## src/rtl/data_bus_ctrl_pkg.sv

```systemverilog
// Shared definitions for the MEM-stage data bus controller: IO window offsets,
// UART transmitter state encoding and the default IO window base.
package data_bus_ctrl_pkg;

  localparam logic [15:0] IO_BASE_DEFAULT = 16'hFF00;

  // Word offsets inside the 16-byte IO window; byte lanes 1-3 alias lane 0.
  localparam logic [3:0] IO_LED   = 4'h0;
  localparam logic [3:0] IO_UART  = 4'h4;
  localparam logic [3:0] IO_CYCLE = 4'h8;
  localparam logic [3:0] IO_CTRL  = 4'hC;

  typedef enum logic [1:0] {
    UART_IDLE  = 2'd0,
    UART_START = 2'd1,
    UART_DATA  = 2'd2,
    UART_STOP  = 2'd3
  } uart_state_e;

endpackage

```

## src/rtl/data_bus_ctrl_if.sv

```systemverilog
// CPU data port plus data RAM port as seen by the bus controller.
// master = CPU/RAM side, slave = the controller.
interface data_bus_ctrl_if #(
  parameter int ADDR_WIDTH = 16,
  parameter int DATA_WIDTH = 32
);
  logic [ADDR_WIDTH-1:0] cpuAddr;
  logic [DATA_WIDTH-1:0] cpuWrData;
  logic                  cpuWrEnable;
  logic [DATA_WIDTH-1:0] cpuRdData;
  logic [ADDR_WIDTH-1:0] memAddr;
  logic [DATA_WIDTH-1:0] memWrData;
  logic                  memWrEnable;
  logic [DATA_WIDTH-1:0] memRdData;

  modport master (
    output cpuAddr, cpuWrData, cpuWrEnable, memRdData,
    input  cpuRdData, memAddr, memWrData, memWrEnable
  );

  modport slave (
    input  cpuAddr, cpuWrData, cpuWrEnable, memRdData,
    output cpuRdData, memAddr, memWrData, memWrEnable
  );
endinterface

```

## src/rtl/data_bus_ctrl_uart_tx_unit.sv

```systemverilog
// 8N1 UART transmitter: baud counter, bit index, shift register and FSM.
// start is only honoured in IDLE; busy is high for the whole frame including STOP.
module uart_tx_unit
  import data_bus_ctrl_pkg::*;
#(
  parameter int BAUD_DIV = 434
) (
  input  logic       clk,
  input  logic       rst,
  input  logic       start,
  input  logic [7:0] byteIn,
  output logic       busy,
  output logic       txOut
);
  localparam logic [15:0] BAUD_LAST = 16'(BAUD_DIV - 1);

  uart_state_e state, stateNext;
  logic [15:0] baudCnt, baudNext;
  logic [2:0]  bitIdx, bitNext;
  logic [7:0]  shiftReg, shiftNext;
  logic        txReg, txNext;
  logic        baudEnd;

  assign baudEnd = (baudCnt == BAUD_LAST);
  assign busy    = (state != UART_IDLE);
  assign txOut   = txReg;

  // NOTE: sequential state is updated only with non-blocking assignments so every
  // register samples the pre-edge values of the others.
  always_ff @(posedge clk) begin
    if (!rst) begin
      state    <= UART_IDLE;
      baudCnt  <= '0;
      bitIdx   <= '0;
      shiftReg <= '0;
      txReg    <= 1'b1;
    end else begin
      state    <= stateNext;
      baudCnt  <= baudNext;
      bitIdx   <= bitNext;
      shiftReg <= shiftNext;
      txReg    <= txNext;
    end
  end

  // NOTE: every output of this block gets a default first, so no path can infer a latch.
  always_comb begin
    stateNext = state;
    baudNext  = baudCnt;
    bitNext   = bitIdx;
    shiftNext = shiftReg;
    txNext    = txReg;
    case (state)
      UART_IDLE: begin
        txNext = 1'b1;
        if (start) begin
          stateNext = UART_START;
          baudNext  = '0;
          shiftNext = byteIn;
          txNext    = 1'b0;
        end
      end
      UART_START: begin
        if (baudEnd) begin
          stateNext = UART_DATA;
          baudNext  = '0;
          bitNext   = '0;
          txNext    = shiftReg[0];
        end else begin
          baudNext = baudCnt + 16'd1;
        end
      end
      UART_DATA: begin
        if (baudEnd) begin
          baudNext = '0;
          if (bitIdx == 3'd7) begin
            stateNext = UART_STOP;
            txNext    = 1'b1;
          end else begin
            bitNext   = bitIdx + 3'd1;
            shiftNext = {1'b0, shiftReg[7:1]};
            txNext    = shiftReg[1];
          end
        end else begin
          baudNext = baudCnt + 16'd1;
        end
      end
      UART_STOP: begin
        txNext = 1'b1;
        if (baudEnd) begin
          stateNext = UART_IDLE;
          baudNext  = '0;
        end else begin
          baudNext = baudCnt + 16'd1;
        end
      end
      default: stateNext = UART_IDLE;
    endcase
  end
endmodule

```

## src/rtl/data_bus_ctrl.sv

```systemverilog
// MEM-stage data bus controller: splits CPU data accesses between data RAM and a
// 16-byte IO window (LED, UART, cycle counter). UART built only with DATA_BUS_CTRL_UART_EN.
module data_bus_ctrl
  import data_bus_ctrl_pkg::*;
#(
  parameter int                    ADDR_WIDTH = 16,
  parameter int                    DATA_WIDTH = 32,
  parameter logic [ADDR_WIDTH-1:0] IO_BASE    = IO_BASE_DEFAULT,
  parameter int                    BAUD_DIV   = 434
) (
  input  logic                 clk,
  input  logic                 rst,
  data_bus_ctrl_if.slave       bus,
  output logic [7:0]           ledOut,
  output logic                 uartTx
);
  if ((BAUD_DIV < 2) || (BAUD_DIV > 65535)) begin : gBadBaudDiv
    $error("data_bus_ctrl: BAUD_DIV out of range 2..65535");
  end

  logic                  ioHit;
  logic                  ioWr;
  logic [3:0]            ioOffset;
  logic [DATA_WIDTH-1:0] ioRd;
  logic [7:0]            led;
  logic [31:0]           cycleCnt;
  logic                  uartBusy;
  logic                  overrun;

  assign ioHit    = (bus.cpuAddr[ADDR_WIDTH-1:4] == IO_BASE[ADDR_WIDTH-1:4]);
  assign ioWr     = bus.cpuWrEnable & ioHit;
  assign ioOffset = bus.cpuAddr[3:0] & 4'hC;

  assign bus.memAddr     = bus.cpuAddr;
  assign bus.memWrData   = bus.cpuWrData;
  assign bus.memWrEnable = bus.cpuWrEnable & ~ioHit;
  assign bus.cpuRdData   = ioHit ? ioRd : bus.memRdData;
  assign ledOut          = led;

  always_ff @(posedge clk) begin
    if (!rst) begin
      led      <= '0;
      cycleCnt <= '0;
    end else begin
      if (ioWr && (ioOffset == IO_LED)) led <= bus.cpuWrData[7:0];
      // A load takes priority over the increment in the same cycle.
      if (ioWr && (ioOffset == IO_CYCLE)) cycleCnt <= bus.cpuWrData[31:0];
      else                                cycleCnt <= cycleCnt + 32'd1;
    end
  end

`ifdef DATA_BUS_CTRL_UART_EN
  logic uartStart;

  assign uartStart = ioWr && (ioOffset == IO_UART) && !uartBusy;

  always_ff @(posedge clk) begin
    if (!rst) begin
      overrun <= 1'b0;
    end else if (ioWr && (ioOffset == IO_CTRL)) begin
      overrun <= 1'b0;
    end else if (ioWr && (ioOffset == IO_UART) && uartBusy) begin
      overrun <= 1'b1;
    end
  end

  uart_tx_unit #(.BAUD_DIV(BAUD_DIV)) uUart (
    .clk   (clk),
    .rst   (rst),
    .start (uartStart),
    .byteIn(bus.cpuWrData[7:0]),
    .busy  (uartBusy),
    .txOut (uartTx)
  );
`else
  assign uartBusy = 1'b0;
  assign overrun  = 1'b0;
  assign uartTx   = 1'b1;
`endif

  always_comb begin
    ioRd = '0;
    case (ioOffset)
      IO_LED:   ioRd = DATA_WIDTH'(led);
      IO_UART:  ioRd = DATA_WIDTH'({overrun, uartBusy});
      IO_CYCLE: ioRd = DATA_WIDTH'(cycleCnt);
      default:  ioRd = '0;
    endcase
  end
endmodule

```

## src/flat_wrapper.sv

```systemverilog
// flat-port wrapper written by rule: the top's interface ports become plain ports
module data_bus_ctrl_flat import data_bus_ctrl_pkg::*;
#(
  parameter int                    ADDR_WIDTH = 16,
  parameter int                    DATA_WIDTH = 32,
  parameter logic [ADDR_WIDTH-1:0] IO_BASE    = IO_BASE_DEFAULT,
  parameter int                    BAUD_DIV   = 434
)
  (clk, rst, ledOut, uartTx, bus_cpuAddr, bus_cpuWrData, bus_cpuWrEnable, bus_memRdData, bus_cpuRdData, bus_memAddr, bus_memWrData, bus_memWrEnable);
  data_bus_ctrl_if #(.ADDR_WIDTH(ADDR_WIDTH), .DATA_WIDTH(DATA_WIDTH)) bus_i ();
  input  logic clk;
  input  logic rst;
  output logic [7:0] ledOut;
  output logic uartTx;
  input wire logic [$bits(bus_i.cpuAddr)-1:0] bus_cpuAddr;
  input wire logic [$bits(bus_i.cpuWrData)-1:0] bus_cpuWrData;
  input wire logic [$bits(bus_i.cpuWrEnable)-1:0] bus_cpuWrEnable;
  input wire logic [$bits(bus_i.memRdData)-1:0] bus_memRdData;
  output wire logic [$bits(bus_i.cpuRdData)-1:0] bus_cpuRdData;
  output wire logic [$bits(bus_i.memAddr)-1:0] bus_memAddr;
  output wire logic [$bits(bus_i.memWrData)-1:0] bus_memWrData;
  output wire logic [$bits(bus_i.memWrEnable)-1:0] bus_memWrEnable;
  assign bus_i.cpuAddr = bus_cpuAddr;
  assign bus_i.cpuWrData = bus_cpuWrData;
  assign bus_i.cpuWrEnable = bus_cpuWrEnable;
  assign bus_i.memRdData = bus_memRdData;
  assign bus_cpuRdData = bus_i.cpuRdData;
  assign bus_memAddr = bus_i.memAddr;
  assign bus_memWrData = bus_i.memWrData;
  assign bus_memWrEnable = bus_i.memWrEnable;
  data_bus_ctrl #(.ADDR_WIDTH(ADDR_WIDTH), .DATA_WIDTH(DATA_WIDTH), .IO_BASE(IO_BASE), .BAUD_DIV(BAUD_DIV)) u_core (.clk(clk), .rst(rst), .bus(bus_i), .ledOut(ledOut), .uartTx(uartTx));
endmodule
```

## config.mk

```make
export PLATFORM = sky130hd
export DESIGN_NAME = data_bus_ctrl_flat
export DESIGN_NICKNAME = d
export VERILOG_FILES = /design/src/rtl/data_bus_ctrl_pkg.sv /design/src/rtl/data_bus_ctrl_if.sv /design/src/rtl/data_bus_ctrl_uart_tx_unit.sv /design/src/rtl/data_bus_ctrl.sv /design/src/flat_wrapper.sv
export SDC_FILE = /design/constraint.sdc
export NUM_CORES = 1
export LEC_CHECK = 0
export CAP_MARGIN = 25
export CORE_MARGIN = 3
export CORE_UTILIZATION = 35
export CTS_CLUSTER_SIZE = 10
export DETAILED_ROUTE_END_ITERATION = 8
export GPL_ROUTABILITY_DRIVEN = 1
export GPL_TIMING_DRIVEN = 0
export PLACE_DENSITY = 0.75
export SYNTH_ARGS = -nofsm -noshare
export SYNTH_HDL_FRONTEND = slang
export SYNTH_SLANG_ARGS = --single-unit
```

## constraint.sdc

```tcl
create_clock -name clk -period 1.68 [get_ports clk]
set_input_delay 0.252 -clock clk [delete_from_list [all_inputs] [get_ports clk]]
set_output_delay 0.252 -clock clk [all_outputs]
set_load 0.05 [all_outputs]
```

### After elaboration in Yosys (flattened, before gate mapping)

Cells that the tools add are included.
Widths: inputs -> output; s select.

| storage, ports and cells | value |
|---|---|
| output and inout bits | 90 |
| bits in registers | 40 |

| operators by class | value |
|---|---|
| multiplexer cells | 3 |
| eq/ne operators | 2 |
| bitwise logic cells | 3 |
| reductions and logical operators | 3 |
| $add $sub $neg | 1 |

Operators with widths:

| operator | count |
|---|---|
| $mux 32 | 2 |
| $pmux 32 s2 | 1 |
| $add 32x1->32 const B | 1 |
| $eq 12x12->1 const B | 1 |
| $logic_not 4->1 | 1 |
| $and 1x1->1 | 2 |
| $eq 2x2->1 const B | 1 |
| $logic_and 1x1->1 | 2 |
| $not 1->1 | 1 |

### Longest topological paths before layout

| depth | value |
|---|---|
| depth after elaboration | 4 |
| depth in mapped cells | 7 |
| depth with buffers taken out | 5 |

### Worst setup path before layout

OpenSTA, ideal clock, no wires.

| path | value |
|---|---|
| kind | input-to-output |
| start | in bus_cpuAddr[5] |
| end | out bus_cpuRdData[1] |
| data required time | 1.428 ns |
| arrival | 2.181 ns |
| path buffers | 1 |
| stages | 4 |
| setup slack | -0.753 ns |
| cells stage by stage | nor4b_2 nand3_1 clkbuf_1 o31ai_1 |

| on the way | value |
|---|---|
| word-level cells in the longest chain between the ends | 2 |

Ends and longest elaborated chain:

| element | line | source |
|---|---|---|
| start: declaration | flat_wrapper.sv:15 | `input wire logic [$bits(bus_i.cpuAddr)-1:0] bus_cpuAddr;` |
| $eq 12x12->1 | data_bus_ctrl.sv:30 | `assign ioHit = (bus.cpuAddr[ADDR_WIDTH-1:4] == IO_BASE[ADDR_WIDTH-1:4]);` |
| $mux 32 | data_bus_ctrl.sv:37 | `assign bus.cpuRdData = ioHit ? ioRd : bus.memRdData;` |
| end: declaration | flat_wrapper.sv:19 | `output wire logic [$bits(bus_i.cpuRdData)-1:0] bus_cpuRdData;` |

No other way between the ends.

### Worst setup path in the final report

| path | value |
|---|---|
| start | in bus_cpuAddr[4] |
| end | out bus_cpuRdData[14] |

Same word-level chain as after synthesis.

==> summary.md <==
| Metric | Value |
|---|---|
| Critical path launch point type | `primary input` |
| Via count | `around 3500` |
| Maxcap violations | `0` |
| Switch Pwr | `0.981 mW` |
| Net Count, Synth | `about 470` |
| Most frequent cells in the layout | `82 x clkdlybuf4s50_1, 61 x buf_4, 40 x nand2_1` |
| Top FF cell, synth | `dfxtp_1` |
| Worst-path clk slew | `70 ps` |
| Core area | `around 8000 um^2` |
| First-pass GRT wire length | `roughly 17 mm` |
| Synth async-reset ratio | `0` |
| Top achievable clock speed | `0.552 GHz` |
| Net Sw Frac | `0.360` |
| Crit path arrival time | `1560 ps` |
| Yosys warnings | `0` |
| Port bufs | `roughly 170` |
| Num rows | `32` |
| Max-slew violation count | `0` |
| Via density | `around 5.1` |
| DR DRC count | `0` |
| Part of the cycle the worst path needs | `1.08` |
| Reg2reg start | `u_core.cycleCnt[0]` |
| DPL Wire Length | `7.77 mm` |
| Ant. Diodes | `0` |
| Share of layout cells above drive strength 1 | `0.402` |
| Placed Cells | `approximately 660` |
| Worst path required time | `1430 ps` |
| Critical Path Fanout Max | `6` |
| R2R setup slack | `50 ps` |
| Most common cell after layout, fill and taps aside | `clkdlybuf4s50_1` |
| Cell Pwr Density | `471 nW/um^2` |
| GRT Total Usage | `0.211` |
| Layout Skew | `~13 ps` |
| RSZ-0062 raised after global routing | `true` |
| Tot Pwr | `approximately 2.7 mW` |
| Hold Startpoint | `u_core.ledOut[5]` |
| Final Hold Vio Count | `0` |
| Sequential share of the synthesized area | `0.271` |
| Final ANT Viol Nets | `0` |
| CTS tree | `done` |
| EDFF count, synth | `0` |
| Clk buf depth | `2` |
| Tmin final | `1810 ps` |
| Cells after synthesis | `388` |
| Crit end category | `output pin` |
| Maximum vdd drop | `roughly 0.39 mV` |
| IO Pins | `about 170` |
| Initial Utilization | `0.371` |
| Layout area overhead | `95.8%` |
| Failing checks | `negative setup slack` |
| Path type of the worst min-delay path | `reg -> reg` |
| Number of global-route vias before repair | `about 3400` |
| TritonRoute pass-1 iters | `4` |
| Die X | `97.9 um` |
| Slew @ Worst Pin | `about 530 ps` |
| LEAKAGE | `roughly 2.4 nW` |
| Combinational share of power | `0.388` |
| Netlist Area Pre-Place | `about 3000 um^2` |
| Filler cell count | `589` |
| Total Nets Final | `around 660` |
| Syn_area_per_cell | `roughly 7.6 um^2` |
| Rel. slew slack | `0.645` |
| Worst-Skew Late Latency | `300 ps` |
| Largest net degree at the start of global routing | `14` |
| Depth of the worst hold-timing path | `2` |
| Die Area | `approximately 9600 um^2` |
| Final WS setup | `-132 ps` |
| Type of the worst setup path | `in -> out` |
| Die height | `97.9 um` |
| GRT Residual Overflow | `0` |
| Root buf cell | `clkbuf_8` |
| Status | `finished, violations left` |
| Netlist cell types | `36` |
| Antenna violations before repair | `0` |
| Endpoint, Worst Hold | `u_core.ledOut[5]` |
| Clock group share of total power | `0.258` |
| Reg2reg path depth | `5` |
| Synth Register Bits | `40` |
| Critical R2R Capture | `u_core.cycleCnt[28]` |
| Drt total wl | `between 10 and 15 mm` |
| Sequential power share | `0.353` |
| # H-tree levels | `2` |
| Layout Cells excl Fill | `~680` |
| Drt wl/cell | `16.0 um` |
| Endpoints failing setup | `between 40 and 50` |
| DR iter-0 viols | `around 140` |
| Clock Sinks | `40` |
| Total CTS buffers | `5` |
| Int Pwr | `1.75 mW` |
| Gpl congestion | `around 0.79` |
==> registers in the layout (all words and copies together) (netlist names) <==
register / cells
u_core.cycleCnt: 32
u_core.ledOut: 8
==> metrics by stage <==
| stage | hold slack, ps | utilization | setup WS (ps) | instance area (um^2) | setup TNS (ps) |
|---|---|---|---|---|---|
| after floorplan | 394 | - | -0.893 | 3160 | -6.25 |
| final | 526 | 0.726 | -132 | 5790 | -3310 |
| after CTS | 523 | 0.689 | -166 | 5490 | -3800 |
| after global placement | 496 | 0.622 | -1260 | 4960 | -67050 |
| after detailed placement | 508 | 0.622 | -1280 | 4960 | -68260 |
| after global routing | 560 | 0.726 | -201 | 5790 | -7150 |
==> logic make-up (layout without fill, tap and decap cells) <==
logic type | count (synthesis) | in the layout | synth area share
adders and majority gates | 1 | 1 | 0.00423
other | 1 | 1 | 0.00127
xor gates and xnor gates | 30 | 30 | 0.0889
DFF | 40 | 40 | 0.271
AOI/OAI and AO/OA | 60 | 60 | 0.117
buffers and inverters | 74 | 265 | 0.163
and+or+nand+nor | 165 | 165 | 0.298
muxes | 17 | 17 | 0.0576
==> worst max path at each step <==
stage,start,end,cells after the start
final,bus_cpuAddr[4],bus_cpuRdData[14],8
after global routing,bus_cpuAddr[4],bus_cpuRdData[21],8
after CTS,bus_cpuAddr[7],bus_cpuRdData[14],8
after detailed placement,bus_cpuAddr[5],bus_cpuRdData[19],8
after global placement,bus_cpuAddr[5],bus_cpuRdData[19],8
after floorplan,bus_cpuAddr[5],bus_cpuRdData[1],4
==> critical path, stage by stage <==
cell       delay, ps
buf_6            100
nor4b_4          330
and3_4           260
buf_8            140
clkbuf_16        160
nand3_4           70
nand2_2          100
buf_8            140
==> cell type report <==
class | instances | area, um^2 | share of cell area
Clock buffer | 6 | 82.6 | 0.0143
Buffer | 72 | 624 | 0.108
Tap cell | 102 | 128 | 0.0220
Timing Repair Buffer | 184 | 1960 | 0.339
Sequential cell | 40 | 813 | 0.141
Inverter | 1 | 3.75 | 0.000649
Multi-Input combinational cell | 274 | 2160 | 0.374
Clock inverter | 2 | 15.0 | 0.00259
==> power groups by stage <==
stage                     clock (mW)  sequential [mW]  combinational (mW)
after global routing           0.752            0.965                1.11
after global placement             0            0.986                1.00
after detailed placement           0            0.986                1.01
final                          0.705            0.964                1.06
after floorplan                    0            0.983               0.591
after CTS                      0.708            0.964                1.04
==> cell usage after synthesis, types with 2 or more instances <==
library cell / number / area share
nand2_1: 65 / 0.083
nor3_1: 4 / 0.0068
xnor2_1: 12 / 0.036
and3_1: 2 / 0.0042
nand3_4: 2 / 0.012
buf_2: 6 / 0.010
a211oi_1: 10 / 0.025
and4_1: 5 / 0.015
mux2i_1: 17 / 0.058
nor4b_2: 2 / 0.010
buf_4: 52 / 0.13
o31ai_1: 8 / 0.020
clkbuf_1: 14 / 0.018
xor2_1: 18 / 0.053
nand4_1: 12 / 0.025
and2_1: 4 / 0.0085
and4_4: 2 / 0.0076
o21ai_0: 14 / 0.024
a21oi_1: 21 / 0.036
nor2_1: 25 / 0.032
dfxtp_1: 40 / 0.27
nor4_2: 2 / 0.0085
o21ai_1: 7 / 0.012
nand3_1: 32 / 0.054
==> layer usage <==
metal	vias up	share of wire	GRT usage
li1	1686	-	-
met1	1628	0.40	0.267
met2	133	0.53	0.366
met3	11	0.062	0.0450
met4	0	0.0092	0.0479
met5	-	0	0
==> what timing repair did <==
action / CTS / global route
buffers inserted: 4 / 7
hold buffers: 0 / 0
gates cloned: 4 / 3
resized for setup: 388 / 65
pin swaps: 30 / 14
endpoints found under the setup margin: 124 / 69
No activity file was read; power rests on OpenSTA's default activity.
